--- config.mk ---
export PLATFORM = sky130hd
export DESIGN_NAME = multi_template_classifier_flat
export DESIGN_NICKNAME = d
export VERILOG_FILES = /design/src/rtl/tpl_match_pkg.sv /design/src/rtl/multi_template_classifier_if.sv /design/src/rtl/tpl_score_acc.sv /design/src/rtl/multi_template_classifier.sv /design/src/flat_wrapper.sv
export SDC_FILE = /design/constraint.sdc
export NUM_CORES = 1
export LEC_CHECK = 0
export CORE_ASPECT_RATIO = 1.1
export CORE_MARGIN = 10
export CORE_UTILIZATION = 60
export CTS_CLUSTER_DIAMETER = 150
export CTS_CLUSTER_SIZE = 20
export DETAILED_ROUTE_END_ITERATION = 7
export DONT_BUFFER_PORTS = 1
export PLACE_DENSITY = 0.79
export SLEW_MARGIN = 20
export SYNTH_ARGS = -nofsm -noshare
export SYNTH_HDL_FRONTEND = slang
export SYNTH_SLANG_ARGS = --single-unit
--- constraint.sdc ---
create_clock -name clk -period 4.2 [get_ports clk]
set_clock_uncertainty 0.05 [all_clocks]
set_input_delay 0.63 -clock clk [delete_from_list [all_inputs] [get_ports clk]]
set_output_delay 0.63 -clock clk [all_outputs]
set_load 0.005 [all_outputs]
--- src/rtl/tpl_match_pkg.sv ---
// Shared definitions for the multi-template classifier: FSM encoding,
// score mid-point / saturation limits and the unsigned abs-difference helper.
package tpl_match_pkg;

    typedef enum logic [1:0] {
        ST_IDLE    = 2'd0,
        ST_ACCUM   = 2'd1,
        ST_COMPARE = 2'd2,
        ST_DECIDE  = 2'd3
    } state_t;

    // Widest sample the abs-difference helper handles; narrower samples are zero-extended.
    localparam int MAX_DW  = 16;
    localparam int AGREE_W = 4;

    function automatic int score_mid(input int w);
        return 1 << (w - 1);
    endfunction

    function automatic int score_max(input int w);
        return (1 << w) - 1;
    endfunction

    function automatic logic [MAX_DW:0] abs_diff(input logic [MAX_DW-1:0] a,
                                                 input logic [MAX_DW-1:0] b);
        return (a >= b) ? ({1'b0, a} - {1'b0, b}) : ({1'b0, b} - {1'b0, a});
    endfunction

endpackage

--- src/rtl/multi_template_classifier_if.sv ---
// Sample/template input bundle and decision outputs of the classifier.
interface multi_template_classifier_if #(
    parameter int DW      = 8,
    parameter int NUM_TPL = 3,
    parameter int SCORE_W = 10
);
    localparam int TW = $clog2(NUM_TPL);

    logic                   frame_start;
    logic                   frame_end;
    logic                   sample_valid;
    logic [DW-1:0]          sample_in;
    logic [DW-1:0]          dsample_in;
    logic [NUM_TPL*DW-1:0]  tpl_in;
    logic [NUM_TPL*DW-1:0]  dtpl_in;
    logic [DW-1:0]          thr0;
    logic [DW-1:0]          thr1;
    logic                   busy;
    logic                   type_valid;
    logic [TW-1:0]          wave_type;
    logic [SCORE_W:0]       win_score;
    logic                   locked;

    modport master (
        output frame_start, frame_end, sample_valid, sample_in, dsample_in,
               tpl_in, dtpl_in, thr0, thr1,
        input  busy, type_valid, wave_type, win_score, locked
    );

    modport slave (
        input  frame_start, frame_end, sample_valid, sample_in, dsample_in,
               tpl_in, dtpl_in, thr0, thr1,
        output busy, type_valid, wave_type, win_score, locked
    );
endinterface

--- src/rtl/tpl_score_acc.sv ---
// One saturating score accumulator: +1 on match, -2 on mismatch, clamped to [0, 2^SCORE_W-1].
module tpl_score_acc
    import tpl_match_pkg::*;
#(
    parameter int SCORE_W = 10
) (
    input  logic               clk,
    input  logic               rst_n,
    input  logic               clear,
    input  logic               en,
    input  logic               match,
    output logic [SCORE_W-1:0] score
);
    localparam logic [SCORE_W-1:0] MID = SCORE_W'(score_mid(SCORE_W));
    localparam logic [SCORE_W-1:0] MAX = SCORE_W'(score_max(SCORE_W));

    logic [SCORE_W-1:0] score_reg;
    logic [SCORE_W-1:0] score_next;
    logic [SCORE_W-1:0] base_val;

    // A sample arriving with clear counts as the first sample of the new frame.
    always_comb begin
        base_val   = clear ? MID : score_reg;
        score_next = base_val;
        if (en) begin
            if (match)
                score_next = (base_val == MAX) ? MAX : base_val + 1'b1;
            else
                score_next = (base_val < SCORE_W'(2)) ? '0 : base_val - SCORE_W'(2);
        end
    end

    always_ff @(posedge clk) begin
        if (!rst_n)
            score_reg <= '0;
        else
            score_reg <= score_next;
    end

    assign score = score_reg;
endmodule

--- src/rtl/multi_template_classifier.sv ---
// Frame-based template classifier with debounced type output.
// Define TPL_MATCH_DERIV_EN to add derivative scoring to every template total.
module multi_template_classifier
    import tpl_match_pkg::*;
#(
    parameter int DW      = 8,
    parameter int NUM_TPL = 3,
    parameter int SCORE_W = 10,
    parameter int AGREE_N = 2
) (
    input  logic                        clk,
    input  logic                        rst_n,
    multi_template_classifier_if.slave  bus
);
    localparam int TW = $clog2(NUM_TPL);

    state_t               state_reg, state_next;
    logic                 acc_clear, acc_en;
    logic                 sample_seen_reg;
    logic [TW-1:0]        scan_idx_reg;
    logic [TW-1:0]        best_idx_reg;
    logic [SCORE_W:0]     best_score_reg;
    logic [AGREE_W-1:0]   agree_cnt_reg, agree_next;
    logic [TW-1:0]        prev_win_reg;
    logic                 type_valid_reg;
    logic [TW-1:0]        wave_type_reg;
    logic [SCORE_W:0]     win_score_reg;
    logic                 locked_reg;
    logic [SCORE_W:0]     total [NUM_TPL];

    for (genvar gi = 0; gi < NUM_TPL; gi++) begin : g_tpl
        logic [MAX_DW:0]    diff0_full;
        logic               match0;
        logic [SCORE_W-1:0] score0;

        assign diff0_full = abs_diff(MAX_DW'(bus.sample_in), MAX_DW'(bus.tpl_in[gi*DW +: DW]));
        assign match0     = (diff0_full <= {1'b0, MAX_DW'(bus.thr0)});

        tpl_score_acc #(.SCORE_W(SCORE_W)) u_acc0 (
            .clk(clk), .rst_n(rst_n), .clear(acc_clear), .en(acc_en),
            .match(match0), .score(score0)
        );
`ifdef TPL_MATCH_DERIV_EN
        logic [MAX_DW:0]    diff1_full;
        logic               match1;
        logic [SCORE_W-1:0] score1;

        assign diff1_full = abs_diff(MAX_DW'(bus.dsample_in), MAX_DW'(bus.dtpl_in[gi*DW +: DW]));
        assign match1     = (diff1_full <= {1'b0, MAX_DW'(bus.thr1)});

        tpl_score_acc #(.SCORE_W(SCORE_W)) u_acc1 (
            .clk(clk), .rst_n(rst_n), .clear(acc_clear), .en(acc_en),
            .match(match1), .score(score1)
        );
        assign total[gi] = {1'b0, score0} + {1'b0, score1};
`else
        assign total[gi] = {1'b0, score0};
`endif
    end

`ifndef TPL_MATCH_DERIV_EN
    logic unused_deriv;
    assign unused_deriv = ^{bus.dsample_in, bus.dtpl_in, bus.thr1};
`endif

    // frame_end beats a simultaneous frame_start; an empty frame returns straight to IDLE.
    always_comb begin
        state_next = state_reg;
        acc_clear  = 1'b0;
        acc_en     = 1'b0;
        case (state_reg)
            ST_IDLE: begin
                if (bus.frame_start) begin
                    state_next = ST_ACCUM;
                    acc_clear  = 1'b1;
                    acc_en     = bus.sample_valid;
                end
            end
            ST_ACCUM: begin
                acc_en = bus.sample_valid;
                if (bus.frame_end)
                    state_next = (sample_seen_reg || bus.sample_valid) ? ST_COMPARE : ST_IDLE;
                else if (bus.frame_start)
                    acc_clear = 1'b1;
            end
            ST_COMPARE: begin
                if (scan_idx_reg == TW'(NUM_TPL - 1))
                    state_next = ST_DECIDE;
            end
            ST_DECIDE: state_next = ST_IDLE;
            default:   state_next = ST_IDLE;
        endcase
    end

    always_comb begin
        if (agree_cnt_reg != '0 && best_idx_reg == prev_win_reg)
            agree_next = (agree_cnt_reg == '1) ? agree_cnt_reg : agree_cnt_reg + 1'b1;
        else
            agree_next = AGREE_W'(1);
    end

    always_ff @(posedge clk) begin
        if (!rst_n) begin
            state_reg       <= ST_IDLE;
            sample_seen_reg <= 1'b0;
            scan_idx_reg    <= '0;
            best_idx_reg    <= '0;
            best_score_reg  <= '0;
            agree_cnt_reg   <= '0;
            prev_win_reg    <= '0;
            type_valid_reg  <= 1'b0;
            wave_type_reg   <= '0;
            win_score_reg   <= '0;
            locked_reg      <= 1'b0;
        end else begin
            state_reg      <= state_next;
            type_valid_reg <= 1'b0;

            if (acc_clear)
                sample_seen_reg <= acc_en;
            else if (acc_en)
                sample_seen_reg <= 1'b1;

            if (state_reg == ST_ACCUM)
                scan_idx_reg <= '0;

            // Strict greater-than keeps the lower index on ties.
            if (state_reg == ST_COMPARE) begin
                if (scan_idx_reg == '0 || total[scan_idx_reg] > best_score_reg) begin
                    best_idx_reg   <= scan_idx_reg;
                    best_score_reg <= total[scan_idx_reg];
                end
                scan_idx_reg <= scan_idx_reg + 1'b1;
            end

            if (state_reg == ST_DECIDE) begin
                agree_cnt_reg  <= agree_next;
                prev_win_reg   <= best_idx_reg;
                type_valid_reg <= 1'b1;
                win_score_reg  <= best_score_reg;
                if (agree_next >= AGREE_W'(AGREE_N)) begin
                    wave_type_reg <= best_idx_reg;
                    locked_reg    <= 1'b1;
                end
            end
        end
    end

    assign bus.busy       = (state_reg == ST_COMPARE) || (state_reg == ST_DECIDE);
    assign bus.type_valid = type_valid_reg;
    assign bus.wave_type  = wave_type_reg;
    assign bus.win_score  = win_score_reg;
    assign bus.locked     = locked_reg;
endmodule

--- src/flat_wrapper.sv ---
// flat-port wrapper written by rule: the top's interface ports become plain ports
module multi_template_classifier_flat import tpl_match_pkg::*;
#(
    parameter int DW      = 8,
    parameter int NUM_TPL = 3,
    parameter int SCORE_W = 10,
    parameter int AGREE_N = 2
)
  (clk, rst_n, bus_frame_start, bus_frame_end, bus_sample_valid, bus_sample_in, bus_dsample_in, bus_tpl_in, bus_dtpl_in, bus_thr0, bus_thr1, bus_busy, bus_type_valid, bus_wave_type, bus_win_score, bus_locked);
  multi_template_classifier_if #(.DW(DW), .NUM_TPL(NUM_TPL), .SCORE_W(SCORE_W)) bus_i ();
  input  logic clk;
  input  logic rst_n;
  input wire logic [$bits(bus_i.frame_start)-1:0] bus_frame_start;
  input wire logic [$bits(bus_i.frame_end)-1:0] bus_frame_end;
  input wire logic [$bits(bus_i.sample_valid)-1:0] bus_sample_valid;
  input wire logic [$bits(bus_i.sample_in)-1:0] bus_sample_in;
  input wire logic [$bits(bus_i.dsample_in)-1:0] bus_dsample_in;
  input wire logic [$bits(bus_i.tpl_in)-1:0] bus_tpl_in;
  input wire logic [$bits(bus_i.dtpl_in)-1:0] bus_dtpl_in;
  input wire logic [$bits(bus_i.thr0)-1:0] bus_thr0;
  input wire logic [$bits(bus_i.thr1)-1:0] bus_thr1;
  output wire logic [$bits(bus_i.busy)-1:0] bus_busy;
  output wire logic [$bits(bus_i.type_valid)-1:0] bus_type_valid;
  output wire logic [$bits(bus_i.wave_type)-1:0] bus_wave_type;
  output wire logic [$bits(bus_i.win_score)-1:0] bus_win_score;
  output wire logic [$bits(bus_i.locked)-1:0] bus_locked;
  assign bus_i.frame_start = bus_frame_start;
  assign bus_i.frame_end = bus_frame_end;
  assign bus_i.sample_valid = bus_sample_valid;
  assign bus_i.sample_in = bus_sample_in;
  assign bus_i.dsample_in = bus_dsample_in;
  assign bus_i.tpl_in = bus_tpl_in;
  assign bus_i.dtpl_in = bus_dtpl_in;
  assign bus_i.thr0 = bus_thr0;
  assign bus_i.thr1 = bus_thr1;
  assign bus_busy = bus_i.busy;
  assign bus_type_valid = bus_i.type_valid;
  assign bus_wave_type = bus_i.wave_type;
  assign bus_win_score = bus_i.win_score;
  assign bus_locked = bus_i.locked;
  multi_template_classifier #(.DW(DW), .NUM_TPL(NUM_TPL), .SCORE_W(SCORE_W), .AGREE_N(AGREE_N)) u_core (.clk(clk), .rst_n(rst_n), .bus(bus_i));
endmodule
==> results_dict.tcl, run 1 <==
set metrics [dict create \
    cellLeakagePower_nw 3.74 \
    critPathMaxStageDelay_ps 370 \
    clkSinkCount 67 \
    synthTopCellsByArea "dfxtp_1, ha_1, o21ai_0, nor2_1, mux2i_1" \
    end_kind "flip-flop" \
    path_cells "ha_4 -> a21o_1 -> or3_4 -> o211ai_2 -> nand2_2 -> mux2_4 -> a221oi_4 -> buf_4 -> o21ai_2 -> xor2_1 -> ha_1 -> o211a_1 -> o41ai_2 -> a21oi_1 -> a311oi_2 -> buf_4 -> or3_1 -> a32oi_1 -> nor2_1" \
    status "finished, violations left" \
    final_net_count 1234 \
    fillers 940 \
    syn_inst 997 \
    finalCriticalPeriod_ps 4190 \
    yosys-top-cells-count "ha_1, nor2_1, inv_1, nand2_1, o21ai_0" \
    htree_num_levels 3 \
    root_buffer "clkbuf_16" \
    drt-vias-per-instance 6.14 \
    synth.distinct_cells 73 \
    synthFlopType "dfxtp_1" \
    vias 7384 \
    core_um2 12100 \
    clock_path_buffers 2 \
    syn_area_um2 7490 \
    critical-path-top-delay-family "compound AO/OA/AOI/OAI gates" \
    yosys.area.top_type_share 0.179 \
    grt_pass1_vias 7015 \
    die_area_um2 17400 \
    overflow 0 \
    final_util 0.721 \
    hpwl_um 15600 \
    drv_slew 0 \
    rows 42 \
    cts_made_buffers 9 \
    die_y_um 137 \
    period_share 0.997 \
    clock.fmax_mhz 239 \
    cpMostUsedCell "buf_4" \
    syn_to_final_growth_pct 16.8 \
    holdPathStages 1 \
    dr.pass1.iters 8 \
    n_antenna_cell 0 \
    ys_seq_area_frac 0.179 \
    grt_max_degree 51 \
    start_kind "primary input" \
    peakVddDrop_uv 392 \
    routedWlPerCell_um 17.3 \
    multi_input_area_um2 5800 \
    ff_latch_area_um2 1340 \
    violations "DRC" \
    critPathRequiredTime_ps 4330 \
    start_util 0.617 \
    hold_viol 0 \
    port_buffers 0 \
    synth_nets 1188 \
    path_class "in2reg" \
    clk-insertion-delay-late_ps 340 \
    r2r_cells 13 \
    syn_area_per_cell_um2 7.51 \
    routabilityCongestion 0.951 \
    tightest_slew_ps 1090 \
    final_antenna_net_count 0 \
    async_reset_ff_frac 0 \
    synth_most_common_cell "ha_1" \
    ios 101 \
    grt_pass1_wl_um 33400 \
    ys_warn_count 0 \
    netlist.top_cell.by_area "dfxtp_1" \
    grtUsageTotal 0.228 \
    drive_gt1_frac 0.187 \
    dieWidth_um 127 \
    critPathArrivalTime_ps 4320 \
    fin_hold_ws_ps 364 \
    largest_register_ffs 30 \
    cp_max_fo 7 \
    slew_headroom 0.272 \
    drt-total-wl_um 20800 \
    drtIter0Drc 647 \
    cp.buffers_inverters 2 \
    path_clk_slew_ps 60 \
    cts_tree "built" \
    rsz0062_at_grt "true" \
    power_density_nw_per_um2 355 \
    ys_ff_latch 67 \
    cpMaxStageDelayCell "or3_4" \
    worstHoldPathType "in2reg" \
    setup_viol 0 \
    drc_errors 1 \
    antenna_found_initial 0 \
    cp.depth 19 \
    holdBufCountCts 0 \
    synth_edf_count 0 \
    maxCapViolations 0 \
]
[cells by family (layout without fill, tap and decap cells)]
group / after synthesis / count (layout) / synth area share
other: 1 / 1 / 0.000501
muxes: 43 / 43 / 0.0596
DFF: 67 / 67 / 0.179
and+or+nand+nor: 317 / 317 / 0.204
adders and majority gates: 106 / 106 / 0.183
xor gates and xnor gates: 38 / 38 / 0.0444
AOI/OAI and AO/OA: 277 / 277 / 0.247
buffers and inverters: 148 / 199 / 0.0820
[through the flow]
step	setup TNS, ps	setup slack (ps)	power [mW]	instance area (µm²)	cells
after floorplan	-2190	-261	1.83	7650	997
after global placement	-4910	-313	2.17	8220	1176
after detailed placement	-6820	-346	2.21	8220	1176
after CTS	0	18.5	3.00	8540	1192
after global routing	-1220	-125	3.31	8750	1202
final	0	10.6	3.11	8750	1202
[placed cells by master (no fill, tap or decap), drive strengths merged, types with 10 or more instances in the layout]
cell type  synthesis  final
nor2              92     92
nor3              17     17
o21ai             83     83
a21oi             62     62
ha               100    100
mux2i             33     33
nand2             83     83
xnor2             26     26
xor2              12     12
mux2              10     10
a31oi             15     15
a211oi            19     19
nand4             21     21
dfxtp             67     67
clkbuf            42     11
a21o              17     17
buf               23    100
or3               11     11
nor2b             11     11
nand3             40     40
inv               83     83
o211ai            10     10
[cell type report]
cell class / instances / area share
Inverter: 83 / 0.0376
Multi-Input combinational cell: 782 / 0.662
Sequential cell: 67 / 0.153
Tap cell: 154 / 0.0220
Timing Repair Buffer: 100 / 0.0888
Clock buffer: 11 / 0.0289
Clock inverter: 5 / 0.00701
[routing by layer]
| metal | GRT usage | routed length, µm | up-vias |
|---|---|---|---|
| met4 | 0.134 | 872 | 0 |
| li1 | - | - | 3647 |
| met2 | 0.386 | 10200 | 272 |
| met5 | 0 | 0 | - |
| met3 | 0.0492 | 1480 | 49 |
| met1 | 0.260 | 8270 | 3416 |
[worst register-to-register path: stages (launching register included)]
cell      delay (ps)
dfxtp_1          410
inv_1             90
ha_1             220
nor2b_1          200
o21ai_4          400
nand2_1          190
inv_1            130
ha_1             210
nand3_1          230
nor4b_1          700
nand3_1          320
o21ai_0          160
nand2_1           90
a311oi_2         250
[worst paths after layout]
check                            from  slack [ps]                         endpoint
hold reg to reg     u_core.bus.locked         420                u_core.bus.locked
hold / removal                  rst_n         360  u_core.g_tpl[1].u_acc0.score[3]
setup / recovery     bus_sample_in[6]          10  u_core.g_tpl[2].u_acc0.score[6]
setup reg to reg  u_core.state_reg[1]         470  u_core.g_tpl[2].u_acc0.score[5]
[repair_timing]
item                                    in CTS  in global routing
endpoints found under the hold margin        0                  0
cloned                                       0                  1
endpoints found under the setup margin       1                 29
pin swaps                                    0                 24
resized for setup                            1                 39
buffers inserted                             0                 10
[power by group]
part | internal (mW) | total, mW | leakage (nW) | switching [mW]
Clock | 0.494 | 0.789 | 0.156 | 0.295
Combinational | 0.713 | 1.52 | 3.04 | 0.807
Sequential | 0.690 | 0.801 | 0.544 | 0.111
Power figures use the tool's default switching activity.
==> run 2: changes to the inputs <==
- CORE_UTILIZATION: 60 -> 47
- PLACE_DENSITY: 0.79 -> not set
- SLEW_MARGIN: 20 -> 5
- clock period: 4.2 -> 4.6 ns (I/O delays scaled with it)
==> run 2 against run 1 <==
  * The run now ends clean
  * Wire length fell by 0.25%
  * Flip-flop and latch count did not move
  * Via count fell by 5.9%
  * Largest power group unchanged
  * Final cell count rose by 1.3%
  * Register-to-register slack improved by 460 ps
  * Highest routed layer unchanged
  * Clock-buffer cell count fell by 1
  * Sequential power fell by 8.4%
==> results_dict.tcl, run 2 (synthesis results as in run 1) <==
set metrics [dict create \
    post-place-ws_ps -129 \
    routedWlPerCell_um 17.0 \
    holdBufCountCts 0 \
    cp_max_fo 10 \
    clkSinkCount 67 \
    clock.fmax_mhz 230 \
    finalCriticalPeriod_ps 4350 \
    grt_pass1_vias 6673 \
    layout_setup_ws_ps 247 \
    overflow 0 \
    cts_made_buffers 9 \
    core_um2 15700 \
    design_area_um2 8340 \
    dr.pass1.iters 4 \
    final_antenna_net_count 0 \
    rows 48 \
    path_class "in2reg" \
    peakVddDrop_uv 184 \
    routabilityCongestion 0.917 \
    critPathRequiredTime_ps 4730 \
    drt-total-wl_um 20700 \
    maxCapViolations 0 \
    period_share 0.946 \
    cts_tree "built" \
    hpwl_um 16000 \
    final_net_count 1204 \
    dp.cells 1202 \
    start_util 0.478 \
    drtIter0Drc 356 \
    cellLeakagePower_nw 3.57 \
    root_buffer "clkbuf_16" \
    drt-vias-per-instance 5.71 \
    htree_num_levels 3 \
    drv_slew 0 \
    status "finished clean" \
    drive_gt1_frac 0.128 \
    final_util 0.532 \
    grt_max_degree 51 \
    final_common_cell "ha_1" \
    die_area_um2 21400 \
    n_antenna_cell 0 \
    fillers 1523 \
    grtUsageTotal 0.188 \
    worstHoldPathType "in2reg" \
    rsz0062_at_grt "false" \
    critPathArrivalTime_ps 4490 \
    syn_to_final_growth_pct 11.3 \
    slew_headroom 0.344 \
    hold_viol 0 \
    tightest_slew_ps 972 \
    drc_errors 0 \
    rrSetupSlack_ps 930 \
    end_kind "flip-flop" \
    grt_pass1_wl_um 34000 \
    layoutNonFillerInstCount 1218 \
    ios 101 \
    vias 6950 \
    start_kind "primary input" \
    dieWidth_um 140 \
    largest_register_ffs 30 \
    clock_path_buffers 2 \
    path_clk_slew_ps 60 \
    setup_viol 0 \
    placed_area_um2 8000 \
    fin_hold_ws_ps 413 \
    power_density_nw_per_um2 325 \
    clk-insertion-delay-late_ps 340 \
    port_buffers 0 \
    antenna_found_initial 0 \
    layout_common_cells "ha_1, nor2_1, inv_1, nand2_1, o21ai_0" \
    die_y_um 152 \
]
## run 2: cell types whose count changed in the layout (fill, tap and decap cells not counted), moves of 5 or more
| cell | delta |
|---|---|
| ha_4 | -8 |
| a21oi_1 | +6 |
| buf_4 | -25 |
| o21ai_0 | +10 |
| buf_6 | -6 |
| inv_1 | +5 |
| ha_1 | +12 |
| a21oi_2 | -6 |
| o21ai_1 | -7 |
## run 2: area by class of cell
class	count	area (µm²)	area share
tap	200	250	0.0300
inverter	83	312	0.0373
clock buffer	10	239	0.0286
multi-input combinational	782	5590	0.670
timing repair buffer	70	542	0.0649
clock inverter	6	71.3	0.00855
sequential	67	1340	0.161
## run 2: path summary, 6_finish.rpt
path / start / cells after the start / end
worst max-delay path: bus_tpl_in[22] / 21 / u_core.g_tpl[2].u_acc0.score[6]
worst min-delay path: rst_n / 2 / u_core.agree_cnt_reg[0]
worst max register to register: u_core.state_reg[1] / 13 / u_core.g_tpl[2].u_acc0.score[5]
worst min register to register: u_core.bus.locked / 2 / u_core.bus.locked
## run 2: power breakdown
part | total, mW | internal (mW) | leakage [nW] | switching (mW)
registers | 0.734 | 0.630 | 0.544 | 0.104
clock network | 0.722 | 0.440 | 0.146 | 0.282
logic | 1.26 | 0.568 | 2.88 | 0.691
total | 2.71 | 1.64 | 3.57 | 1.08
## run 2: critical path: stages
cell and delay [ps]:
inv_1 20, ha_1 300, a21o_1 190, or3_4 330
o211ai_2 190, nand2_2 140, buf_4 180, mux2_2 260
a21oi_1 230, o21ai_2 90, xor2_1 150, ha_1 290
o211a_1 150, o41ai_1 70, a21oi_1 180, a311oi_2 70
buf_12 170, buf_4 150, or3_1 370, a32oi_1 210
nor2_1 60
## run 2: per-layer routing
layer	share of wire	track usage
met1	0.43	0.223
met2	0.49	0.324
met3	0.051	0.0430
met4	0.026	0.0650
met5	0	0
## run 2: through the flow
stage               power, mW  TNS [ps]
finish                   2.71         0
global route             2.91         0
CTS                      2.71         0
detailed placement       1.98     -1420
global placement         1.98      -800
floorplan                1.63         0
## run 2: what timing repair did
action	CTS	global route
hold endpoints to repair	0	0
endpoints found under the setup margin	0	16
gates resized for setup	0	8
setup buffers	0	0
